**config.mk**
```make
export PLATFORM = sky130hd
export DESIGN_NAME = mem_access_ctrl
export DESIGN_NICKNAME = d
export VERILOG_FILES = /design/src/rtl/mem_access_ctrl.sv
export SDC_FILE = /design/constraint.sdc
export NUM_CORES = 1
export LEC_CHECK = 0
export ABC_AREA = 1
export BUFFER_PORTS_ARGS = -buffer_cell sky130_fd_sc_hd__clkbuf_2
export CORE_MARGIN = 2
export CORE_UTILIZATION = 54
export CTS_CLUSTER_DIAMETER = 120
export DETAILED_ROUTE_END_ITERATION = 10
export PLACE_DENSITY = 0.95
export SYNTH_ARGS = -nofsm -noshare
export SYNTH_HDL_FRONTEND = slang
export SYNTH_SLANG_ARGS = --single-unit
```
**constraint.sdc**
```tcl
create_clock -name clk -period 2.05 [get_ports clk]
set_input_delay 0.205 -clock clk [delete_from_list [all_inputs] [get_ports clk]]
set_output_delay 0.205 -clock clk [all_outputs]
set_load 0.1 [all_outputs]
```
**src/rtl/mem_access_ctrl.sv**
```systemverilog
// MEM-stage load/store controller: validates a request, runs one bus access
// with a bounded wait, and returns an aligned, extended load result.
module mem_access_ctrl #(
  parameter int TIMEOUT = 255
) (
  input  logic        clk,
  input  logic        rst_n,
  input  logic        memMemRead,
  input  logic        memMemWrite,
  input  logic [2:0]  memMemMode,
  input  logic [31:0] memALUOut,
  input  logic [31:0] memWriteToMemData,
  output logic        stall,
  output logic [31:0] memReadData,
  output logic        accErr,
  output logic        busValid,
  output logic        busWrite,
  output logic [31:0] busAddr,
  output logic [3:0]  busByteEn,
  output logic [31:0] busWData,
  input  logic        busReady,
  input  logic [31:0] busRData
);

  localparam logic [1:0] IDLE = 2'd0;
  localparam logic [1:0] BUSY = 2'd1;
  localparam logic [1:0] DONE = 2'd2;

  localparam logic [7:0] TIMEOUT_CNT = 8'(TIMEOUT);

  logic [1:0]  state;
  logic [7:0]  cnt;
  logic [31:0] addr_q;
  logic [31:0] wdata_q;
  logic [31:0] rdata_q;
  logic [3:0]  be_q;
  logic        write_q;
  logic        uns_q;
  logic [1:0]  size_q;
  logic [1:0]  lane_q;

  logic [1:0]  size;
  logic [1:0]  lane;
  logic        req_any;
  logic        misaligned;
  logic        legal;
  logic        timed_out;
  logic [3:0]  be_next;
  logic [31:0] wdata_next;
  logic [31:0] shifted;
  logic [31:0] load_data;

  assign size       = memMemMode[1:0];
  assign lane       = memALUOut[1:0];
  assign req_any    = memMemRead | memMemWrite;
  assign misaligned = ((size == 2'b01) && lane[0]) || ((size == 2'b10) && (lane != 2'b00));
  assign legal      = (memMemRead ^ memMemWrite) && (size != 2'b11) && !misaligned;
  assign timed_out  = (state == BUSY) && (cnt == TIMEOUT_CNT);

  // Gated by rst_n so a request presented during reset cannot leak out.
  assign stall    = rst_n && (((state == IDLE) && legal) || (state == BUSY));
  assign accErr   = rst_n && (((state == IDLE) && req_any && !legal) || (timed_out && !busReady));
  assign busValid = (state == BUSY) && !timed_out;

  assign busAddr     = addr_q;
  assign busWrite    = write_q;
  assign busByteEn   = be_q;
  assign busWData    = wdata_q;
  assign memReadData = rdata_q;

  always_comb begin
    // NOTE: every signal gets a default first so no path through the case infers a latch.
    be_next    = 4'b1111;
    wdata_next = memWriteToMemData;
    case (size)
      2'b00: begin
        be_next    = 4'b0001 << lane;
        wdata_next = {4{memWriteToMemData[7:0]}};
      end
      2'b01: begin
        be_next    = 4'b0011 << lane;
        wdata_next = {2{memWriteToMemData[15:0]}};
      end
      default: ;
    endcase
  end

  // Little-endian extraction from the returned word using the latched lane.
  assign shifted = busRData >> {lane_q, 3'b000};

  always_comb begin
    load_data = busRData;
    case (size_q)
      2'b00: load_data = uns_q ? {24'd0, shifted[7:0]} : {{24{shifted[7]}}, shifted[7:0]};
      2'b01: load_data = uns_q ? {16'd0, shifted[15:0]} : {{16{shifted[15]}}, shifted[15:0]};
      default: ;
    endcase
  end

  // NOTE: state registers use non-blocking assignments so every flop samples pre-edge values.
  always_ff @(posedge clk or negedge rst_n) begin
    if (!rst_n) begin
      state   <= IDLE;
      cnt     <= '0;
      addr_q  <= '0;
      wdata_q <= '0;
      rdata_q <= '0;
      be_q    <= '0;
      write_q <= 1'b0;
      uns_q   <= 1'b0;
      size_q  <= '0;
      lane_q  <= '0;
    end else begin
      case (state)
        IDLE: begin
          if (legal) begin
            state   <= BUSY;
            cnt     <= '0;
            addr_q  <= {memALUOut[31:2], 2'b00};
            wdata_q <= wdata_next;
            be_q    <= be_next;
            write_q <= memMemWrite;
            uns_q   <= memMemMode[2];
            size_q  <= size;
            lane_q  <= lane;
          end
        end
        BUSY: begin
          // Completion takes priority over the timeout in the same cycle.
          if (busReady) begin
            if (!write_q) rdata_q <= load_data;
            state <= DONE;
          end else if (timed_out) begin
            rdata_q <= '0;
            state   <= DONE;
          end else begin
            cnt <= cnt + 8'd1;
          end
        end
        DONE:    state <= IDLE;
        default: state <= IDLE;
      endcase
    end
  end

endmodule

```
==> results.sh <==
export IMPL_cp_arrival_ns=1.87
export IMPL_row_count=37
export IMPL_worstHoldPathType="in -> reg"
export IMPL_hold_start="busRData[0]"
export IMPL_clock_skew_ns=0.0150
export IMPL_htreeDepth=4
export IMPL_r2r_end="memReadData[7]"
export IMPL_chipWidth_um=107
export IMPL_rrSetupSlack_ns=0.18
export IMPL_drt_iter0_drc=508
export IMPL_relSlewSlack_pct=55.7
export IMPL_final_cell_mix="391 x nand2_1, 201 x clkbuf_2, 114 x dfrtp_1"
export IMPL_grt_antenna_before_repair=1
export IMPL_cts_tree="yes"
export IMPL_grt_busiest_layer="met2"
export IMPL_ys_warn_count=0
export IMPL_drc=0
export IMPL_cp_required_ns=1.85
export IMPL_worstReg2RegStart="cnt[0]"
export IMPL_grt_max_degree=115
export IMPL_status="complete, but fails checks"
export IMPL_io_pins=208
export IMPL_overflow=0
export IMPL_clockRootBuffer="clkbuf_8"
export IMPL_floorplan_initialDensity_pct=55.4
export IMPL_min_to="memReadData[0]"
export IMPL_worstMarginPinSlew_ns=0.662
export IMPL_final_common_cell="nand2_1"
export IMPL_synth_edff_count=0
export IMPL_synth_area_um2=5690
export IMPL_clkSinkCount=114
export IMPL_synth_ff_type="dfrtp_1"
export IMPL_grt_util_met1_pct=41.9
export IMPL_r2r_cells=12
export IMPL_gr_usage_met2_pct=59.4
export IMPL_grt_pass1_vias=6560
export IMPL_drtPass1Iterations=7
export IMPL_gp_congestion=0.938
export IMPL_dp_hpwl_um=11400
export IMPL_grt_first_pass_wirelength_um=31900
export IMPL_min_period_ns=2.07
export IMPL_die_y_um=107
export IMPL_start_kind="register"
export IMPL_crit_type="reg -> out"
export IMPL_area_growth_pct=41.9
export IMPL_yosysSeqAreaShare_pct=50.1
export IMPL_fp_coreArea_um2=10300
export IMPL_yosysUniqueCellTypes=33
export IMPL_hold_viol_final=0
export IMPL_holdPathStages=5
export IMPL_synth_seq_cells=114
export IMPL_worstSkewPairLatency_ns=0.51
export IMPL_failed_checks="setup timing"
export IMPL_syn_area_per_cell_um2=7.40
export IMPL_port_buffers=205
export IMPL_grt_use_total_pct=36.0
export IMPL_async_flop_share_pct=100
export IMPL_avgViaCountPerCell=5.52
export IMPL_clk_pin_slew_worst_paths_ns=0.07
export IMPL_final_cells=1184
export IMPL_vias=6533
export IMPL_drive_above_1_share_pct=27.5
export IMPL_clk_path_buf_depth=2
export IMPL_antenna_left=0
export IMPL_postRouteWirelength_um=20200
export IMPL_cts_made_buffers=17
export IMPL_grt_setup_unrepaired="true"
export IMPL_nets=1140
export IMPL_drv_cap=0
export IMPL_grt_util_met3_pct=10.0
export IMPL_die_area_um2=11400
export IMPL_worstSetupEndpointType="output port"
export IMPL_detail_route_wl_per_cell_um=17.1
export IMPL_syn_inst=769
export IMPL_dp_cells=1088
export IMPL_fin_ws_ns=-0.0231
export IMPL_final_max_slew_viol_count=0
export IMPL_path_max_fanout=3
export IMPL_fmax_mhz=482
export IMPL_period_share_pct=101
export IMPL_setup_viol=1
==> how the worst max path moves through the flow <==
stage,from,to,slack (ns),depth (start not counted)
2_1_floorplan,cnt[0],accErr,0.05,7
3_3_place_gp,lane_q[0],memReadData[27],0.40,8
3_5_place_dp,memALUOut[0],busAddr[10],0.34,9
4_1_cts,cnt[1],accErr,-0.0004,8
5_1_grt,cnt[1],accErr,-0.08,8
6_report,cnt[1],accErr,-0.02,8
==> state kept, by name, summed over array words and instances (netlist names) <==
register	flops
busByteEn	4
uns_q	1
cnt	8
size_q	2
busAddr	30
memReadData	32
lane_q	2
busWrite	1
state	2
busWData	32
==> layout make-up <==
class / instances / area [um^2]
sequential: 114 / 2850
multi-input combinational: 571 / 2500
timing repair buffer: 279 / 1800
antenna: 1 / 2.50
fill: 663 / 2200
tap: 136 / 170
clock inverter: 14 / 129
clock buffer: 18 / 428
inverter: 51 / 196
==> logic make-up after synthesis <==
logic type / after synthesis / synth area share (%)
xor gates and xnor gates: 3 / 0.462
buffers and inverters: 85 / 7.19
DFF: 114 / 50.1
and+or+nand+nor: 479 / 34.0
AOI/OAI and AO/OA: 85 / 7.76
adders and majority gates: 2 / 0.440
other: 1 / 0.0659
==> synth_stat cells (all sizes together) (2+ instances only) <==
library cell / n / area share, %
nor3: 2 / 0.18
inv: 49 / 3.2
o22ai: 5 / 0.55
nor2: 39 / 3.1
nand2: 397 / 26
o21ai: 39 / 3.5
ha: 2 / 0.44
xor2: 2 / 0.31
dfrtp: 114 / 50
clkinv: 2 / 0.13
buf: 31 / 3.6
nand3: 39 / 4.0
clkbuf: 3 / 0.20
a21oi: 40 / 3.6
==> per-layer routing <==
layer / wire [um] / up-vias
met4: 1200 / 0
met5: 0 / -
met1: 7100 / 2979
met3: 2140 / 128
li1: - / 2916
met2: 9780 / 510
==> worst max-delay path: stages, from the launching register on <==
cell and delay, ns:
dfrtp_1 0.37, ha_2 0.20, nand2_2 0.08, nor2_4 0.12
nand2_2 0.07, clkinv_2 0.08, nand3_4 0.07, a21oi_4 0.18
buf_12 0.19
==> what timing repair did <==
item / CTS / global route
buffers inserted: 3 / 4
setup endpoints to repair: 2 / 2
hold buffers: 56 / 0
gates cloned: 0 / 0
pin swaps: 4 / 5
gates resized for setup: 5 / 6
hold endpoints to repair: 169 / 0
==> per-stage QoR <==
| step | cell area (um^2) | hold WS [ns] | utilization [%] | setup TNS, ns | setup WS (ns) |
|---|---|---|---|---|---|
| after detailed placement | 6860 | 0.351 | 66.7 | 0 | 0.344 |
| after floorplan | 5720 | -0.0906 | - | 0 | 0.0473 |
| after global routing | 8080 | 0.0359 | 78.6 | -0.0877 | -0.0818 |
| after global placement | 6860 | 0.350 | 66.7 | 0 | 0.405 |
| after CTS | 8020 | 0.000373 | 78.0 | -0.000393 | -0.000393 |
| final | 8080 | 0.0248 | 78.6 | -0.0231 | -0.0231 |
Power is left out: the tool's default activity adds up to more than one toggle a clock period on the data nets, which glitch-free logic cannot reach.
